`src/rtl/mux_2x1_sync.sv`:
```
// mux_2x1_sync: 2:1 word selector with a combinational output Y and a
// registered copy Y_q. Defining MUX_2X1_SWITCH_CNT_EN builds a 16-bit
// saturating counter of select transitions on sw_cnt. Without that macro,
// sw_cnt is tied to zero.
module mux_2x1_sync #(
   parameter int WIDTH = 32
) (
   output logic [WIDTH-1:0] Y,
   input  logic             S,
   input  logic [WIDTH-1:0] I0,
   input  logic [WIDTH-1:0] I1,
   input  logic             clk,
   input  logic             rst,
   output logic [WIDTH-1:0] Y_q,
   output logic [15:0]      sw_cnt
);

   // Same-cycle select; rst deliberately has no influence here
   always_comb begin
      Y = S ? I1 : I0;
   end

   // Pipelined copy of the select result
   always_ff @(posedge clk) begin
      if (rst) Y_q <= '0;
      else     Y_q <= Y;
   end

`ifdef MUX_2X1_SWITCH_CNT_EN
   logic        s_prev_q;
   logic [15:0] sw_cnt_q;
   logic [15:0] sw_cnt_d;

   // Count select transitions, sticking at all-ones instead of wrapping
   always_comb begin
      sw_cnt_d = sw_cnt_q;
      if ((S != s_prev_q) && (sw_cnt_q != 16'hFFFF))
         sw_cnt_d = sw_cnt_q + 16'd1;
   end

   // Reset clears S history to 0 (not the incoming S) together with the count
   always_ff @(posedge clk) begin
      if (rst) begin
         s_prev_q <= 1'b0;
         sw_cnt_q <= 16'h0000;
      end else begin
         s_prev_q <= S;
         sw_cnt_q <= sw_cnt_d;
      end
   end

   assign sw_cnt = sw_cnt_q;
`else
   assign sw_cnt = 16'h0000;
`endif

endmodule

```
`config.mk`:
```
export PLATFORM = sky130hd
export DESIGN_NAME = mux_2x1_sync
export DESIGN_NICKNAME = d
export VERILOG_FILES = /design/src/rtl/mux_2x1_sync.sv
export SDC_FILE = /design/constraint.sdc
export NUM_CORES = 1
export LEC_CHECK = 0
export CORE_MARGIN = 5
export CORE_UTILIZATION = 27
export CTS_CLUSTER_DIAMETER = 50
export CTS_CLUSTER_SIZE = 24
export DETAILED_ROUTE_END_ITERATION = 7
export HOLD_SLACK_MARGIN = 0.03
export PLACE_DENSITY = 0.77
export SYNTH_ARGS = -nofsm -noshare
export SYNTH_HDL_FRONTEND = slang
export SYNTH_SLANG_ARGS = --single-unit
```
`constraint.sdc`:
```
create_clock -name clk -period 1 [get_ports clk]
set_input_delay 0.2 -clock clk [delete_from_list [all_inputs] [get_ports clk]]
set_output_delay 0.2 -clock clk [all_outputs]
set_load 0.02 [all_outputs]
```
==> summary.md, run 1 <==
| Metric | Value |
|---|---|
| Status | finished with violations |
| Failing checks | setup timing |
| Simple-gate share of the synthesized area | 0.134 |
| Area Overhead vs Synth | 90.3% |
| Post-synthesis mux area share | 0.317 |
| CTS tree | yes |
| Leak | 1.48 nW |
| XOR/XNOR Fraction of Synth Area | 0 |
| RSZ-0062 raised after global routing | true |
| Initial antenna violation count | 0 |
| Via/cell ratio | 4.02 |
| PD cells | 1230 nW/µm² |
| Final WL | around 4.6 mm |
| Psw | 1.01 mW |
| Distinct cell type count after synthesis | 8 |
| Gr usage total | 0.127 |
| Placed Instance Area | roughly 2800 µm² |
| Sw frac | 0.289 |
| Inst Count DP | 318 |
| Hold Crit Class | input port to flop |
| H-tree depth | 2 |
| I/O Pins | about 150 |
| Global-route wire length before repair | 7.09 mm |
| Die width | between 80 and 90 µm |
| Residual DRC | 0 |
| Pwr Total | about 3.5 mW |
| Placer Congestion | roughly 0.74 |
| Final setup vio count | 32 |
| Routed Antenna Nets | 0 |
| Congestion Overflow GR | 0 |
| Setup crit end kind | primary output |
| Final worst path period share | 1.12 |
| Number of synthesized register bits | 32 |
| I/O Buffers | 130 |
| Maximum Capacitance Violations | 0 |
| Synth Instances | 120 |
| Sequential area share after synthesis | 0.429 |
| # nets final | approximately 330 |
| CTS buffer count | 5 |
| Largest register by flop count | Y_q |
| Max FFs per register | 32 |
| Worst-path cell chain | buf_12, buf_16, mux2_4, buf_6 |
| Antenna diodes | 0 |
| Req. time, crit path | approximately 800 ps |
| Complex-gate fraction of the synthesized area | 0 |
| Reg power frac | 0.395 |
| Slowest cell on crit path | mux2_4 |
| CTS root buf | clkbuf_8 |
| Worst setup SP type | input port |
| Cts-stage hold buffer count | 0 |
| Worst Path Arrival | 920 ps |
| Fmax | a little under 0.9 GHz |
| Dpl ws | -657 ps |
| Worst setup margin | -123 ps |
| Slew Limit Fails | 0 |
| Num rows | 27 |
| Critical path's largest stage delay | 310 ps |
| Fin. Hold Viols | 0 |
| Synth Area in Adders | 0 |
| Comb pwr share | 0.347 |
| HPWL Detailed | 3.58 mm |
| Combinational family with the most area after synthesis | multiplexers |
| CTS max path bufs | 2 |
| DIE HEIGHT | 84.4 µm |
| Die area | about 7100 µm² |
| Internal | ~2.5 mW |
| TNS Setup | -3550 ps |
| Setup CP Type | input port to primary output |
| Tmin final | around 1100 ps |
| WL per Instance | about 14 µm |
| Drt pass-1 iters | 3 |
| Clock power frac | 0.258 |
| DR iter-0 viols | 8 |
| Layout Utilization | 0.523 |
| Initial Util | 0.275 |
| Via count | 1334 |
| Syn Area/Cell | around 12 µm² |
| Post-route cell area | between 2000 and 3000 µm² |
| Largest net degree at the start of global routing | 33 |
| Synth warnings | 0 |
| Cell Area, Synth | 1490 µm² |
| Regs by FF count | Y_q (32) |
| CTS sink cnt | 32 |
| Worst-path clk slew | approximately 60 ps |
| Peak VDD IR | 0.507 mV |
| Finished Layout Cells | 332 |
| Hold Slack | 401 ps |
| Layout filler cell count | roughly 500 |
| Core ar. | between 5000 and 6000 µm² |
| Layout cell share with drive strength beyond 1 | 0.438 |
| Vias in the first global route | 1408 |
| Critical-path maximum fanout | 9 |
-- cell families (layout without fill, tap and decap cells) --
family        Yosys count  in the layout
buf+inv                23            148
flops                  32             32
mux                    32             32
other cells             1             16
simple gates           32             32
-- power groups by stage --
| stage | registers (mW) | logic [mW] | clock network, mW |
|---|---|---|---|
| after floorplan | 1.52 | 0.545 | 0 |
| after global placement | 1.41 | 1.27 | 0 |
| after detailed placement | 1.41 | 1.28 | 0 |
| after CTS | 1.38 | 1.22 | 0.952 |
| after global routing | 1.39 | 1.29 | 0.998 |
| final | 1.38 | 1.21 | 0.901 |
-- final cells by class --
| class | count | area [µm²] | share of cell area |
|---|---|---|---|
| timing repair buffer | 141 | 1290 | 0.455 |
| multi-input combinational | 80 | 741 | 0.261 |
| sequential | 32 | 641 | 0.225 |
| tap | 72 | 90.1 | 0.0317 |
| clock buffer | 6 | 72.6 | 0.0255 |
| clock inverter | 1 | 5.00 | 0.00176 |
-- worst paths after layout --
| check | from | to | slack, ps | depth (start not counted) |
|---|---|---|---|---|
| worst max-delay path | S | Y[0] | -120 | 4 |
| worst min-delay path | I0[25] | Y_q[25]$_SDFF_PP0_ | 400 | 3 |
-- layer usage --
metal,vias up,GRT usage,wire length [µm]
li1,637,-,-
met1,596,0.130,1710
met2,97,0.226,2300
met3,4,0.0618,596
met4,0,0.0432,40
met5,-,0,0
-- worst max-delay path: cells and delay by family --
family	cells	cell delay [ps]
muxes	1	310
buffers and inverters	3	410
-- cells in the final DEF, fill, tap and decap left out, drive strengths merged --
cell           count
clkbuf             6
dfxtp             32
mux2              32
buf               76
conb              16
nor2b             32
clkdlybuf4s50      1
dlygate4sd2       64
clkinv             1
-- what timing repair did --
action / in CTS / in global routing
endpoints found under the setup margin: 64 / 33
gates resized for setup: 393 / 1
setup buffers: 3 / 1
gates cloned: 3 / 0
-- cells in the mapped netlist --
cell	n	area share
buf_4	16	0.080
buf_6	4	0.030
clkbuf_1	3	0.0075
conb_1	1	0.0025
dfxtp_1	32	0.43
mux2_2	2	0.015
mux2_4	30	0.30
nor2b_1	32	0.13
No activity file was read; power rests on OpenSTA's default activity.
==> run 2, diff against run 1 <==
--- a/config.mk
+++ b/config.mk
@@ -5,13 +5,14 @@
 export SDC_FILE = /design/constraint.sdc
 export NUM_CORES = 1
 export LEC_CHECK = 0
+export ABC_AREA = 1
 export CORE_MARGIN = 5
-export CORE_UTILIZATION = 27
+export CORE_UTILIZATION = 31
 export CTS_CLUSTER_DIAMETER = 50
 export CTS_CLUSTER_SIZE = 24
 export DETAILED_ROUTE_END_ITERATION = 7
 export HOLD_SLACK_MARGIN = 0.03
-export PLACE_DENSITY = 0.77
+export PLACE_DENSITY = 0.78
 export SYNTH_ARGS = -nofsm -noshare
 export SYNTH_HDL_FRONTEND = slang
 export SYNTH_SLANG_ARGS = --single-unit
==> summary.md, run 2 <==
| Metric | Value |
|---|---|
| Failing checks | setup timing |
| Reg power frac | 0.329 |
| Setup crit end kind | primary output |
| DR iter-0 viols | 65 |
| Number of synthesized register bits | 32 |
| Count leader, synth | inv_1 |
| Core ar. | between 5000 and 6000 µm² |
| Tmin final | a little over 1000 ps |
| Maximum Capacitance Violations | 0 |
| CTS max path bufs | 2 |
| Slowest cell on crit path | clkbuf_16 |
| Placer Congestion | between 0.7 and 0.8 |
| Fin. Hold Viols | 0 |
| Vias in the first global route | roughly 2400 |
| TNS Setup | -103 ps |
| Syn Area/Cell | between 6 and 7 µm² |
| Largest net degree at the start of global routing | 17 |
| Num rows | 28 |
| Slew Limit Fails | 0 |
| Finished Layout Cells | 582 |
| Via/cell ratio | approximately 4.0 |
| # nets final | ~570 |
| CTS tree | yes |
| Regs by FF count | Y_q (32) |
| Final WL | approximately 7.3 mm |
| Status | finished with violations |
| HPWL Detailed | between 4 and 5 mm |
| Drt pass-1 iters | 4 |
| DIE HEIGHT | a little under 90 µm |
| FFs w/ async S/R, synth | 0 |
| Sw frac | 0.324 |
| Sequential area share after synthesis | 0.335 |
| Layout filler cell count | around 530 |
| RSZ-0062 raised after global routing | true |
| Residual DRC | 0 |
| Multi-input gate area | approximately 800 µm² |
| Placed Instance Area | about 3500 µm² |
| Cts-stage hold buffer count | 0 |
| Hold Crit Class | input port to flop |
| Antenna diodes | 0 |
| Post-route cell area | 4030 µm² |
| Critical path's largest stage delay | about 180 ps |
| Share of Yosys cell area claimed by the top area cell type | 0.335 |
| Commonest non-fill, non-tap cell in the layout | buf_4 |
| CTS buffer count | 5 |
| FF+latch area | 641 µm² |
| Psw | 1.37 mW |
| H-tree depth | 2 |
| Area Overhead vs Synth | 110% |
| Top cells by area, synth | dfxtp_1 33%, nand2_2 20%, inv_1 19%, nor2_2 9.8%, nand2_1 7.1% |
| Die width | between 80 and 90 µm |
| CTS sink cnt | 32 |
| Wire length on met2 | ~3.9 mm |
| Fmax | 0.972 GHz |
| Number of flops mapped to enable cells by yosys | 0 |
| Via count | around 2300 |
| Initial antenna violation count | 0 |
| Congestion Overflow GR | 0 |
| Dpl ws | -1100 ps |
| Comb pwr share | 0.433 |
| Worst Path Arrival | just over 800 ps |
| Routed Antenna Nets | 0 |
| Delay-heaviest family, CP | buffers and inverters |
| I/O Pins | approximately 150 |
| Most frequent cells in the layout | 90 x buf_4, 65 x nand2_2, 63 x inv_1, 60 x dlygate4sd2_1, 33 x inv_2 |
| Gr usage total | 0.179 |
| Internal | 2.85 mW |
| CTS root buf | clkbuf_8 |
| Cell Area, Synth | ~1900 µm² |
| WL per Instance | 12.6 µm |
| Synth area leader | dfxtp_1 |
| Distinct cell type count after synthesis | 11 |
| Largest register by flop count | Y_q |
| Worst setup SP type | input port |
| I/O Buffers | 130 |
| Clock power frac | 0.239 |
| Most frequent cells after synthesis | 96 x inv_1, 60 x nand2_2, 36 x nand2_1 |
| Leak | between 2 and 2.5 nW |
| Setup CP Type | input port to primary output |
| Die area | 7850 µm² |
| CP most frequent cell | clkbuf_16 |
| Worst-path clk slew | ~70 ps |
| Synth Instances | 284 |
| Worst path bufs/invs | 4 |
| Main flop type after synthesis | dfxtp_1 |
| Critical-path maximum fanout | 5 |
| Routed wl met3 | about 600 µm |
| Worst setup margin | -29.0 ps |
| Max FFs per register | 32 |
| Uppermost layer routed | met4 |
| Final worst path period share | 1.03 |
| PD cells | approximately 1000 nW/µm² |
| M1 WL | approximately 2.7 mm |
| Layout cell share with drive strength beyond 1 | 0.596 |
| Inst Count DP | 513 |
| Synth warnings | 0 |
| Hold Slack | approximately 320 ps |
| Initial Util | 0.321 |
| Worst-path cell chain | clkbuf_16, clkbuf_16, nand2_4, nand2_2, inv_2, buf_6 |
| Final setup vio count | 7 |
| Req. time, crit path | 800 ps |
| Global-route wire length before repair | around 11 mm |
| Peak VDD IR | 0.465 mV |
[run 2: changes by cell type after synthesis, sizes merged]
cell    before  now
clkbuf       3    0
nand2        0   96
buf         20   26
nor2         0   32
mux2        32    0
inv          0   97
nor2b       32    0
[run 2: final timing paths]
kind / start / end / slack (ps) / cells past startpoint
worst max-delay path: S / Y[6] / -30 / 6
worst min-delay path: rst / Y_q[13]$_SDFF_PP0_ / 320 / 3
[run 2: repair_timing]
item | CTS | global route
gates resized for setup | 438 | 25
setup buffers | 53 | 1
pin swaps | 38 | 4
endpoints found under the setup margin | 96 | 42
cloned | 3 | 4
[run 2: cell families after synthesis]
kind of cell  Yosys count  synth area share
other cells             1           0.00196
buf+inv               123             0.295
flops                  32             0.335
simple gates          128             0.369
[run 2: stage by stage]
step | util | total power [mW]
4_1_cts | 0.646 | 4.16
3_5_place_dp | 0.579 | 2.96
5_1_grt | 0.676 | 4.47
3_3_place_gp | 0.579 | 2.93
6_report | 0.676 | 4.22
2_1_floorplan | - | 2.17
[run 2: area by class of cell]
cell class                      count  area share
Timing Repair Buffer              224       0.491
Multi-Input combinational cell    144       0.199
Sequential cell                    32       0.159
Inverter                           97      0.0945
Tap cell                           75      0.0233
Clock buffer                        6      0.0205
Timing Repair inverter              2      0.0103
Clock inverter                      2     0.00249
[run 2: power groups by stage]
stage	sequential [mW]	combinational, mW	clock [mW]
final	1.39	1.82	1.01
after global routing	1.39	1.95	1.13
after CTS	1.39	1.73	1.04
after detailed placement	1.42	1.54	0
after global placement	1.41	1.52	0
after floorplan	1.53	0.635	0
[run 2: tightest hold or removal path: cells and delay by family]
family | cells | cell delay [ps]
buffers and inverters | 2 | 310
and+or+nand+nor | 1 | 50
[run 2: layer usage]
metal / GRT usage / vias to the layer above
met5: 0 / -
met4: 0.0618 / 0
met3: 0.0475 / 12
met2: 0.347 / 99
met1: 0.183 / 1036
li1: - / 1164
